## config.mk

```make
export PLATFORM = sky130hd
export DESIGN_NAME = coin_acceptor
export DESIGN_NICKNAME = d
export VERILOG_FILES = /design/src/rtl/coin_acceptor.sv
export SDC_FILE = /design/constraint.sdc
export NUM_CORES = 1
export LEC_CHECK = 0
export CORE_MARGIN = 4
export CORE_UTILIZATION = 30
export CTS_BUF_LIST = sky130_fd_sc_hd__clkbuf_4 sky130_fd_sc_hd__clkbuf_8
export DETAILED_ROUTE_END_ITERATION = 6
export DONT_BUFFER_PORTS = 1
export GPL_TIMING_DRIVEN = 1
export HOLD_SLACK_MARGIN = 0.02
export PLACE_DENSITY = 0.41
export SKIP_CTS_REPAIR_TIMING = 1
export SLEW_MARGIN = 10
export SYNTH_ARGS = -nofsm -noshare
export SYNTH_HDL_FRONTEND = slang
export SYNTH_SLANG_ARGS = --single-unit
```

## constraint.sdc

```tcl
create_clock -name clk -period 2.3 [get_ports clk]
set_input_delay 0.575 -clock clk [delete_from_list [all_inputs] [get_ports clk]]
set_output_delay 0.575 -clock clk [all_outputs]
set_load 0.01 [all_outputs]
```

## src/rtl/coin_acceptor.sv

```systemverilog
// Coin acceptor front end for a washer: collects credit, issues a one-cycle start pulse,
// returns change or a refund, and watches for the washer failing to start.
module coin_acceptor #(
    parameter int unsigned PRICE    = 6,
    parameter int unsigned START_TO = 8
) (
    input  logic       clk,
    input  logic       rst,
    input  logic [1:0] coin_in,
    input  logic       cancel,
    input  logic       busy,
    output logic       coin,
    output logic [3:0] credit,
    output logic       accept_en,
    output logic       reject,
    output logic       change_valid,
    output logic [3:0] change_amt,
    output logic       fault
);

    localparam int unsigned TimerW = (START_TO < 2) ? 1 : $clog2(START_TO);
    localparam logic [TimerW-1:0] TimerLast = TimerW'(START_TO - 1);
    localparam logic [3:0] Price = 4'(PRICE);

    typedef enum logic [2:0] {
        StIdle,
        StCollect,
        StStart,
        StWaitRun,
        StWaitDone,
        StRefund
    } state_e;

    state_e            state_q, state_d;
    logic [3:0]        credit_q, credit_d;
    logic [TimerW-1:0] timer_q, timer_d;
    logic              fault_q, fault_d;
    logic              coin_q, coin_d;
    logic              accept_q, accept_d;
    logic              reject_q, reject_d;
    logic              cv_q, cv_d;
    logic [3:0]        amt_q, amt_d;

    logic       coin_present;
    logic [3:0] coin_val;
    logic [4:0] sum;
    logic [3:0] diff;

    function automatic logic [3:0] coin_value(input logic [1:0] c);
        case (c)
            2'b01:   return 4'd1;
            2'b10:   return 4'd2;
            2'b11:   return 4'd5;
            default: return 4'd0;
        endcase
    endfunction

    assign coin_present = (coin_in != 2'b00);
    assign coin_val     = coin_value(coin_in);
    assign sum          = {1'b0, credit_q} + {1'b0, coin_val};
    assign diff         = credit_q - Price;

    always_comb begin
        state_d  = state_q;
        credit_d = credit_q;
        timer_d  = '0;
        fault_d  = fault_q;
        coin_d   = 1'b0;
        reject_d = 1'b0;
        cv_d     = 1'b0;
        amt_d    = 4'd0;

        case (state_q)
            StIdle: begin
                if (coin_present) begin
                    credit_d = coin_val;
                    state_d  = StCollect;
                end
            end
            StCollect: begin
                if (cancel) begin
                    reject_d = coin_present;
                    cv_d     = 1'b1;
                    amt_d    = credit_q;
                    credit_d = 4'd0;
                    state_d  = StRefund;
                end else if (credit_q >= Price) begin
                    // Committed to starting: a coin offered now is returned.
                    reject_d = coin_present;
                    coin_d   = 1'b1;
                    amt_d    = diff;
                    cv_d     = (diff != 4'd0);
                    credit_d = 4'd0;
                    state_d  = StStart;
                end else if (coin_present) begin
                    if (sum > 5'd15) begin
                        reject_d = 1'b1;
                    end else begin
                        credit_d = sum[3:0];
                    end
                end
            end
            StStart: begin
                reject_d = coin_present;
                state_d  = StWaitRun;
            end
            StWaitRun: begin
                reject_d = coin_present;
                if (busy) begin
                    state_d = StWaitDone;
                end else if (timer_q == TimerLast) begin
                    fault_d = 1'b1;
                    state_d = StIdle;
                end else begin
                    timer_d = timer_q + 1'b1;
                end
            end
            StWaitDone: begin
                reject_d = coin_present;
                if (!busy) begin
                    state_d = StIdle;
                end
            end
            StRefund: begin
                reject_d = coin_present;
                state_d  = StIdle;
            end
            default: begin
                state_d  = StIdle;
                credit_d = 4'd0;
            end
        endcase

        accept_d = (state_d == StIdle) || (state_d == StCollect);
    end

    always_ff @(posedge clk) begin
        if (rst) begin
            state_q  <= StIdle;
            credit_q <= 4'd0;
            timer_q  <= '0;
            fault_q  <= 1'b0;
            coin_q   <= 1'b0;
            accept_q <= 1'b1;
            reject_q <= 1'b0;
            cv_q     <= 1'b0;
            amt_q    <= 4'd0;
        end else begin
            state_q  <= state_d;
            credit_q <= credit_d;
            timer_q  <= timer_d;
            fault_q  <= fault_d;
            coin_q   <= coin_d;
            accept_q <= accept_d;
            reject_q <= reject_d;
            cv_q     <= cv_d;
            amt_q    <= amt_d;
        end
    end

    assign coin         = coin_q;
    assign credit       = credit_q;
    assign accept_en    = accept_q;
    assign reject       = reject_q;
    assign change_valid = cv_q;
    assign change_amt   = amt_q;
    assign fault        = fault_q;

endmodule

```

# Yosys cells after proc, flatten, opt, wreduce, memory -nomap -nowiden
# Index checks and enable logic that the tools add are counted.
# W data, S select, Z words.
[op_classes]
n_eq_ne = 13
reduce_logical = 11
mux = 24
bitwise_logic = 4
magnitude_cmp = 2
n_addsub = 3
[ops]
columns = ["op", "count"]
rows = [
  ["$mux W4", 7],
  ["$mux W3", 6],
  ["$pmux W3 S5", 1],
  ["$pmux W4 S3", 1],
  ["$eq A3 B3 Y1 const B", 3],
  ["$pmux W3 S3", 1],
  ["$ne A4 B4 Y1 const B", 2],
  ["$reduce_or A4 Y1", 2],
  ["$mux W1", 7],
  ["$eq A3 B1 Y1 const B", 2],
  ["$eq A3 B2 Y1 const B", 2],
  ["$logic_not A3 Y1", 2],
  ["$add A4 B4 Y5", 1],
  ["$gt A5 B4 Y1 const B", 1],
  ["$eq A2 B2 Y1 const B", 2],
  ["$ge A4 B3 Y1 const B", 1],
  ["$not A1 Y1", 4],
  ["$reduce_and A4 Y1", 1],
  ["$reduce_bool A4 Y1", 1],
  ["$sub A4 B3 Y4 const B", 1],
  ["$add A3 B1 Y3 const B", 1],
  ["$reduce_and A3 Y1", 1],
  ["$reduce_or A3 Y1", 1],
  ["$eq A2 B1 Y1 const B", 1],
  ["other kinds (5)", 5],
]
[totals]
register_bits = 19
output_inout_bits = 13
word_cells = 66
input_bits = 6

# Logic depth before layout (Yosys ltp)
# Gate-level depths: netlist (run 1).
[depth]
word_depth = 9
mapped_depth = 7

# Least setup slack after synthesis (run 1)
# OpenSTA, ideal clock, no wires.
[synth_timing]
path_type = "input to register"
startpoint = "input coin_in[0]"
endpoint = "register credit_q[2], in the netlist credit[2]"
t_arrival_ns = 1.855
cell_stages = 7
setup_slack_ns = 0.342
n_path_buf = 1
cell_sequence = "clkbuf_1 > ha_1 > fa_1 > xor2_1 > nor3_1 > a2bb2oi_1 > a2111oi_2"
[synth_between]
elab_chain_cells = 8
word_cells_on_any_way = 17
[synth_rtl]
columns = ["item", "line_no", "rtl"]
rows = [
  ["start, declared", "9", "input logic [1:0] coin_in,"],
  ["branches (longest 8 deep; another with $add A4 B4 Y5)", "-", ""],
  ["end signal, assigned", "150", "credit_q <= credit_d;"],
  ["end, declared", "35", "logic [3:0] credit_q, credit_d;"],
]
# Parallel ways; which one is timed is not known. The select of a mux whose other input is x is not followed.
# A chain may end at the register's enable or synchronous reset.

# Worst setup path after layout (run 1)
[layout_timing]
startpoint = "register state_q[0]"
endpoint = "register credit_q[0], in the netlist credit[0]"
[layout_between]
elab_chain_cells = 4
word_cells_on_any_way = 13
[layout_rtl]
columns = ["item", "line_no", "rtl"]
rows = [
  ["start, declared", "34", "state_e state_q, state_d;"],
  ["start signal, assigned", "139", "state_q <= StIdle;"],
  ["start signal, assigned", "149", "state_q <= state_d;"],
  ["$eq A3 B3 Y1 or $eq A3 B2 Y1 (tied branches)", "73", "case (state_q)"],
  ["$reduce_or A4 Y1 (no source line)", "-", ""],
  ["$not A1 Y1 (no source line)", "-", ""],
  ["$reduce_and A4 Y1 (no source line)", "-", ""],
]
# Several ways; a longest one is shown, not always the timed one.

==> results.yml, run 1 <==
outcome:
  status: "complete, no violations"
setup_path:
  path_class: "flop to flop"
  worst_path_fanout_max: 15
  critical_path_arrival_ps: 2100
  critical_path.startpoint_type: "flop"
  crit_required_ps: 2550
  endpoint_kind: "flop"
synthesis:
  synth.distinct_cells: 41
  synth_top_cells_by_area: "dfxtp_1 36%, ha_1 7.2%, nor2_1 3.9%"
  yosysSeqAreaShare: 0.364
  synth_top_area_frac: 0.364
  synthesis.nets: 127
  syn_avg_cell_area_um2: 9.18
  synth_cells: 114
  most_frequently_used_flop_master_after_synthesis: "dfxtp_1"
  compound_gate_portion_of_the_synthesized_area: 0.225
  synthDominantAreaCellType: "dfxtp_1"
  synthAdderAreaFrac: 0.0909
  synth.yosys.warnings: 0
  asyncSetResetFlopFracSynth: 0
  synthesis.area_um2: 1050
  yosysMostFrequentCell: "dfxtp_1"
  synth.top_cells.by_count: "19 x dfxtp_1, 11 x nor2_1"
  synth_edf_count: 0
  dominant_combinational_cell_family_by_area_after_synthesis: "compound AO/OA/AOI/OAI gates"
  synth-simple-area-share: 0.219
  post_synth_xor_area_fraction: 0.0251
  synth.area.mux_share: 0.0215
  ys_ff_latch: 19
global_routing:
  wire_length_of_the_first_global_routing_pass_um: 3660
  antenna_found_initial: 0
  number_of_global_route_vias_before_repair: 772
  globalRouteTotalUtil: 0.110
  grt_max_degree: 16
  global_route.overflow_total: 0
placement:
  port_buffers: 0
  numPlacedInstances: 152
  dpl.hpwl_um: 1630
  detailedPlace.worstSlack_ps: 339
  finalWeightedCongestion: 0.684
  dpl_cell_area_um2: 1060
drt:
  route.detailed.drc: 0
  detail-route-antenna-nets: 0
  avgViaCountPerCell: 5.14
  routed-wl-met3_um: 130
  wl_met2_um: 988
  detail_route.wirelength_um: 2130
  dr.first_iter.drc_count: 42
  routed-via-count: 802
  top_layer: "met4"
  routedWlPerCell_um: 13.7
  drt_pass1_iterations: 4
  met1Wirelength_um: 983
clocking:
  clock_insertion_delay_worst_skew_ps: 300
  numCtsBuffers: 3
  cts.path.max_buffers: 2
  cts_tree: "yes"
  clock_sink_total: 19
  h-tree-depth: 1
  clk_root_buffer_cell: "clkbuf_4"
  clkSlewWorstSetupHoldPaths_ps: 120
die:
  die_area_um2: 4500
  row_count: 21
  core-area_um2: 3360
  initial_core_utilization: 0.311
  floorplan.io_pins: 19
  die_width_um: 67.1
  die_height_um: 67.1
pwr:
  reported_leakage_power_nw: 0.424
  peakVddDrop_mv: 0.121
  cell_internal_pwr_mw: 0.464
  power.total_mw: 0.650
  p_sw_frac: 0.286
  p_comb_frac: 0.132
  seq_power_share: 0.573
  p_switching_mw: 0.186
  power.clock.fraction: 0.295
  power-per-cell-area_nw_per_um2: 598
layout:
  post-route-cell-area_um2: 1090
  post_layout_nonfiller_instances: 156
  diodes_inserted: 0
  syn_to_final_growth_pct: 3.95
  fin_util: 0.323
  final_nets: 124
  layout-drive-gt1-share: 0.100
hold_path:
  timing.hold.worst.class: "primary input to flop"
sta:
  max-slew-margin-rel: 0.609
  setup_ws_ps: 451
  achievable-frequency_mhz: 541
  post-route-period-util: 0.804
  finalSetupTns_ps: 0
  finalHoldWorstSlack_ps: 320
  report.final.setup_viol: 0
  slew_violations: 0
  fin_worst_skew_ps: 2.07
  tightest_slew_ps: 585
  final_hold_fails: 0
  min_period_ps: 1850
  grt_setup_unrepaired: "no"
job:
  drv.max_cap_violation_count: 0
-- metal layers --
layer	global-route usage	vias to the layer above
met4	0.0608	0
met5	0	-
met1	0.124	371
met3	0.0388	4
li1	-	412
met2	0.179	15
-- sequential cells by signal (all words and copies together), names as in the netlist --
name	count
coin	1
change_amt	4
timer_q	3
accept_en	1
reject	1
change_valid	1
credit	4
fault	1
state_q	3
-- worst max-delay path, cell delays in order, from the launching register on --
cell and delay [ps]:
dfxtp_1 620, or3b_1 410, o32ai_1 300, mux2_2 400, nor2_1 80
-- cell usage in the layout (no fill, tap or decap), types with 2 or more instances in the layout --
cell / n
a211oi_1: 2
xor2_1: 3
clkbuf_4: 4
mux2_2: 2
o21ai_0: 4
a21o_1: 3
nand2_1: 6
dfxtp_1: 19
nor2b_1: 6
and2_1: 3
ha_1: 6
nor3b_1: 2
inv_1: 3
nor3_1: 4
o21a_1: 2
or4_1: 2
nor2_1: 11
a21oi_1: 6
a32oi_1: 2
-- cell type report --
cell class / instances / area (µm²)
fillers: 385 / 2280
clock buffers: 4 / 30.0
flip-flops and latches: 19 / 380
multi-input cells: 84 / 608
inverters: 3 / 11.3
well taps: 46 / 57.6
-- final timing paths --
check | startpoint | end | slack (ps) | cells past startpoint
worst max-delay path | state_q[0] | credit[0] | 450 | 4
worst min-delay path | rst | credit[2] | 320 | 1
worst min register to register | timer_q[0] | timer_q[0] | 430 | 1
worst max register to register | state_q[0] | credit[0] | 450 | 4
-- kinds of logic after synthesis --
group	count (synthesis)
xor gates and xnor gates	3
AOI/OAI and AO/OA	30
DFF	19
muxes	2
adders and majority gates	7
and+or+nand+nor	42
buffers and inverters	11
-- power groups by stage --
stage,logic (mW),registers [mW],clock network (mW)
floorplan,0.0864,0.367,0
global placement,0.0873,0.381,0
detailed placement,0.0867,0.381,0
CTS,0.0871,0.373,0.203
global route,0.0992,0.377,0.219
finish,0.0860,0.372,0.192
Power figures use the tool's default switching activity.
==> run 2, diff against run 1 <==
--- a/config.mk
+++ b/config.mk
@@ -12,7 +12,7 @@
 export DONT_BUFFER_PORTS = 1
 export GPL_TIMING_DRIVEN = 1
 export HOLD_SLACK_MARGIN = 0.02
-export PLACE_DENSITY = 0.41
+export PLACE_DENSITY = 0.42
 export SKIP_CTS_REPAIR_TIMING = 1
 export SLEW_MARGIN = 10
 export SYNTH_ARGS = -nofsm -noshare
==> constraint.sdc (replaced) <==
create_clock -name clk -period 1.7 [get_ports clk]
set_input_delay 0.425 -clock clk [delete_from_list [all_inputs] [get_ports clk]]
set_output_delay 0.425 -clock clk [all_outputs]
set_load 0.01 [all_outputs]
==> run 2 against run 1 <==
Compared with the run above:
- hold slack got worse by 160 ps
- combinational power rose by 93%
- critical path depth rose by 2
- global-route usage rose by 0.43 points
- cell area rose by 9.0%
- clock power rose by 24%
- routed wire length rose by 8.5%
- via count rose by 4.4%
- critical path type unchanged
==> results.yml, run 2 (synthesis gave the netlist of run 1 again) <==
hold_path:
  timing.hold.worst.class: "primary input to flop"
  hold_path_startpoint: "rst"
sta:
  slew_violations: 0
  achievable-frequency_mhz: 626
  fin_worst_skew_ps: 14.6
  grt_setup_unrepaired: "no"
  finalSetupTns_ps: 0
  max-slew-margin-rel: 0.599
  min_period_ps: 1600
  post-route-period-util: 0.939
  report.final.setup_viol: 0
  tightest_slew_ps: 586
  final_hold_fails: 0
  finalHoldWorstSlack_ps: 162
die:
  initial_core_utilization: 0.311
  floorplan.io_pins: 19
  row_count: 21
  die_area_um2: 4500
  die_height_um: 67.1
  core-area_um2: 3360
  die_width_um: 67.1
clocking:
  cts_tree: "yes"
  clkSlewWorstSetupHoldPaths_ps: 130
  cts.path.max_buffers: 2
  clk_root_buffer_cell: "clkbuf_4"
  clock_sink_total: 19
  clock_insertion_delay_worst_skew_ps: 300
  numCtsBuffers: 3
  h-tree-depth: 1
drt:
  routed-via-count: 837
  routedWlPerCell_um: 13.9
  dr.first_iter.drc_count: 56
  route.detailed.drc: 0
  detail_route.wirelength_um: 2310
  avgViaCountPerCell: 5.04
  drt_pass1_iterations: 4
  detail-route-antenna-nets: 0
setup_path:
  critical_path.startpoint_type: "flop"
  endpoint_kind: "flop"
  crit_required_ps: 1910
  path_class: "flop to flop"
  worst_path_fanout_max: 2
  timing.rr.start: "credit[0]"
  critical_path_start: "credit[0]"
  critical_path_arrival_ps: 1810
global_routing:
  met1_usage: 0.143
  grt.met3_usage: 0.0371
  global_route.overflow_total: 0
  wire_length_of_the_first_global_routing_pass_um: 3820
  grt_max_degree: 14
  number_of_global_route_vias_before_repair: 809
  grt_use_met2: 0.184
  globalRouteTotalUtil: 0.115
  antenna_found_initial: 0
  grt-busiest-layer: "met2"
placement:
  dpl.hpwl_um: 1770
  finalWeightedCongestion: 0.770
  port_buffers: 0
pwr:
  peakVddDrop_mv: 0.220
  power-per-cell-area_nw_per_um2: 752
  power.total_mw: 0.891
  reported_leakage_power_nw: 0.476
layout:
  syn_to_final_growth_pct: 13.3
  layout-drive-gt1-share: 0.225
  diodes_inserted: 0
  most_frequent_cells_in_the_layout: "16 x dfxtp_1, 11 x nor2_1, 10 x buf_4"
  final_common_cell: "dfxtp_1"
  final_nets: 134
job:
  drv.max_cap_violation_count: 0
outcome:
  status: "complete, no violations"
## run 2: worst paths after layout
| check | to | slack [ps] | cells past startpoint |
|---|---|---|---|
| hold / removal | credit[1] | 160 | 1 |
| hold reg to reg | timer_q[0] | 450 | 1 |
| setup reg to reg | credit[2] | 100 | 6 |
| setup / recovery | credit[2] | 100 | 6 |
## run 2: cell type report
type	instances	area (µm²)
Inverter	3	11.3
Sequential cell	19	384
Timing Repair Buffer	10	75.1
Clock inverter	1	5.00
Multi-Input combinational cell	84	629
Fill cell	362	2180
Tap cell	46	57.6
Clock buffer	3	22.5
## run 2: power breakdown
group / switching, mW / internal [mW] / leakage, nW / total, mW
Combinational: 0.0857 / 0.0802 / 0.302 / 0.166
Sequential: 0.0235 / 0.463 / 0.156 / 0.487
Clock: 0.151 / 0.0876 / 0.0177 / 0.239
Total: 0.260 / 0.631 / 0.476 / 0.891
## run 2: worst max-delay path, cell delays in order (launching register included)
cell and delay (ps):
dfxtp_2 360, ha_4 160, fa_2 360, a21o_1 160, a21oi_1 120, nor3_1 70
a2111oi_2 260
## run 2: routing by layer
layer	wire length (µm)	part of all wire	vias up
li1	-	-	426
met1	1110	0.48	397
met2	1060	0.46	12
met3	116	0.050	2
met4	23	0.010	0
met5	0	0	-
## run 2: through the flow
step | instances | setup slack [ps] | util | cell area (µm²)
4_1_cts | 166 | 44.7 | 0.346 | 1160
5_1_grt | 166 | 14.4 | 0.352 | 1180
3_5_place_dp | 162 | 6.42 | 0.338 | 1140
2_1_floorplan | 114 | -27.9 | - | 1050
3_3_place_gp | 162 | 16.5 | 0.338 | 1140
6_report | 166 | 104 | 0.352 | 1180
==> run 3, diff against run 2 <==
--- a/config.mk
+++ b/config.mk
@@ -5,6 +5,7 @@
 export SDC_FILE = /design/constraint.sdc
 export NUM_CORES = 1
 export LEC_CHECK = 0
+export ABC_AREA = 1
 export CORE_MARGIN = 4
 export CORE_UTILIZATION = 30
 export CTS_BUF_LIST = sky130_fd_sc_hd__clkbuf_4 sky130_fd_sc_hd__clkbuf_8
==> run 3 against run 2 <==
Compared with the run above:
- via count decreased by 4.1%
- first-iteration DRC count decreased by 46%
- critical path type unchanged
- setup slack improved by 140 ps
- sequential power increased by 6.4%
- clock power about the same
- clock-buffer cell count unchanged
- total power increased by 12%
- largest cell class unchanged
- cell area decreased by 10%
- synthesized cell count increased by 18%
- critical endpoint unchanged
- core utilization decreased by 0.72 points
==> results.yml, run 3 <==
setup_path:
  timing.rr.start: "credit[0]"
  crit_required_ps: 1910
  path_class: "flop to flop"
  critical_path.startpoint_type: "flop"
  critical_path_arrival_ps: 1670
  critical_path.most_common_cell: "nand2_1"
  crit_path_cell_trace: "ha_1, fa_1, xor2_1, nand2_1, nand2_1, nor2_1, nor2_2"
  worst_path_largest_cell_delay_ps: 390
  worst_path_fanout_max: 2
  reg2regPathDepth: 7
  r2r_setup_slack_ps: 240
  endpoint_kind: "flop"
  regToRegEndpoint: "credit[2]"
  crit_path_top_delay_cell: "fa_1"
layout:
  final_nets: 154
  layout-drive-gt1-share: 0.164
  diodes_inserted: 0
  post-route-cell-area_um2: 1060
  most_frequent_cells_in_the_layout: "34 x nand2_1, 22 x nor2_1, 19 x dfxtp_1"
  fill_cells: 344
  fin_util: 0.345
  final_common_cell: "nand2_1"
  syn_to_final_growth_pct: 9.69
sta:
  fin_worst_skew_ps: 0.910
  min_period_ps: 1460
  achievable-frequency_mhz: 686
  report.final.setup_viol: 0
  finalSetupTns_ps: 0
  post-route-period-util: 0.857
  final_hold_fails: 0
  tightest_slew_ps: 378
  slew_violations: 0
  max-slew-margin-rel: 0.747
  grt_setup_unrepaired: "no"
clocking:
  numCtsBuffers: 3
  clock_insertion_delay_worst_skew_ps: 300
  h-tree-depth: 1
  cts_tree: "yes"
  clk_root_buffer_cell: "clkbuf_4"
  clock_sink_total: 19
  cts.path.max_buffers: 2
  clkSlewWorstSetupHoldPaths_ps: 110
drt:
  routed-via-count: 803
  detail_route.wirelength_um: 2010
  dr.first_iter.drc_count: 30
  routedWlPerCell_um: 10.9
  route.detailed.drc: 0
  avgViaCountPerCell: 4.36
  detail-route-antenna-nets: 0
  drt_pass1_iterations: 4
synthesis:
  synth.top_cells.by_count: "34 x nand2_1, 22 x nor2_1, 19 x dfxtp_1"
  synth-simple-area-share: 0.348
  synth_top_area_frac: 0.393
  asyncSetResetFlopFracSynth: 0
  synth_top_cells_by_area: "dfxtp_1 39%, nand2_1 13%, nor2_1 8.5%"
  synth.yosys.warnings: 0
  synth_edf_count: 0
  dominant_combinational_cell_family_by_area_after_synthesis: "simple AND/OR/NAND/NOR gates"
  synthDominantAreaCellType: "dfxtp_1"
  yosysMostFrequentCell: "nand2_1"
  synth_cells: 135
  syn_avg_cell_area_um2: 7.17
  synth.area.mux_share: 0
  compound_gate_portion_of_the_synthesized_area: 0.0685
  synthesis.area_um2: 968
  synthesis.nets: 148
  yosysSeqAreaShare: 0.393
  synth.distinct_cells: 20
  ys_ff_latch: 19
  most_frequently_used_flop_master_after_synthesis: "dfxtp_1"
  post_synth_xor_area_fraction: 0.0271
  synthAdderAreaFrac: 0.0982
pwr:
  peakVddDrop_mv: 0.227
  power-per-cell-area_nw_per_um2: 936
  power.total_mw: 0.994
  reported_leakage_power_nw: 0.511
global_routing:
  antenna_found_initial: 0
  wire_length_of_the_first_global_routing_pass_um: 3480
  grt_max_degree: 12
  number_of_global_route_vias_before_repair: 772
  globalRouteTotalUtil: 0.108
  global_route.overflow_total: 0
placement:
  port_buffers: 0
  finalWeightedCongestion: 0.796
  dpl.hpwl_um: 1650
  dpl_cell_area_um2: 1030
hold_path:
  min_delay_worst_endpoint: "fault"
  hold_path_startpoint: "rst"
  hold_path_cell_cnt: 1
  timing.hold.worst.class: "primary input to flop"
die:
  floorplan.io_pins: 19
  initial_core_utilization: 0.315
  core-area_um2: 3080
  die_width_um: 64.8
  row_count: 20
  die_area_um2: 4200
  die_height_um: 64.8
job:
  drv.max_cap_violation_count: 0
outcome:
  status: "complete, no violations"
run 3: cells by family after synthesis:
kind of cell,after synthesis
AOI/OAI and AO/OA,12
xor gates and xnor gates,3
adders and majority gates,7
buffers and inverters,17
DFF,19
and+or+nand+nor,77
run 3: worst max-delay path by stage:
stage                            to  cells after the start        from  slack [ps]
after detailed placement  credit[2]                      7  coin_in[0]         140
after CTS                 credit[2]                      7   credit[0]         230
final                     credit[2]                      7   credit[0]         240
after global routing      credit[1]                      5   credit[1]         170
after floorplan           credit[2]                      8  coin_in[0]         150
after global placement    credit[2]                      7  coin_in[0]         160
run 3: final cells by class:
class                           count  area (µm²)  share of cell area
Multi-Input combinational cell     99         524               0.494
Sequential cell                    19         380               0.358
Inverter                           16        60.1              0.0565
Tap cell                           44        55.1              0.0518
Clock buffer                        3        22.5              0.0212
Timing Repair Buffer                2        15.0              0.0141
Clock inverter                      1        5.00             0.00471
run 3: stage by stage:
stage | worst slack, ps | hold slack, ps | std cells
final | 243 | 173 | 184
after global routing | 167 | 152 | 184
after CTS | 229 | 166 | 184
after detailed placement | 142 | 415 | 180
after global placement | 160 | 414 | 180
after floorplan | 148 | 399 | 135
run 3: where the power goes:
group | switching (mW) | internal, mW | total (mW)
Clock | 0.149 | 0.0878 | 0.237
Combinational | 0.150 | 0.0894 | 0.239
Sequential | 0.0412 | 0.477 | 0.518
Total | 0.340 | 0.654 | 0.994
run 3: critical path: cells and delay by family (launching register included):
| kind | cells | cell delay (ps) |
|---|---|---|
| simple gates | 4 | 270 |
| fa+ha+maj | 2 | 610 |
| flops | 1 | 330 |
| xor+xnor | 1 | 150 |
run 3: layer usage:
metal / track usage / wire length [µm] / part of all wire / vias up
li1: - / - / - / 432
met1: 0.144 / 1030 / 0.51 / 354
met2: 0.157 / 845 / 0.42 / 13
met3: 0.0295 / 101 / 0.050 / 4
met4: 0.0580 / 36 / 0.018 / 0
met5: 0 / 0 / 0 / -
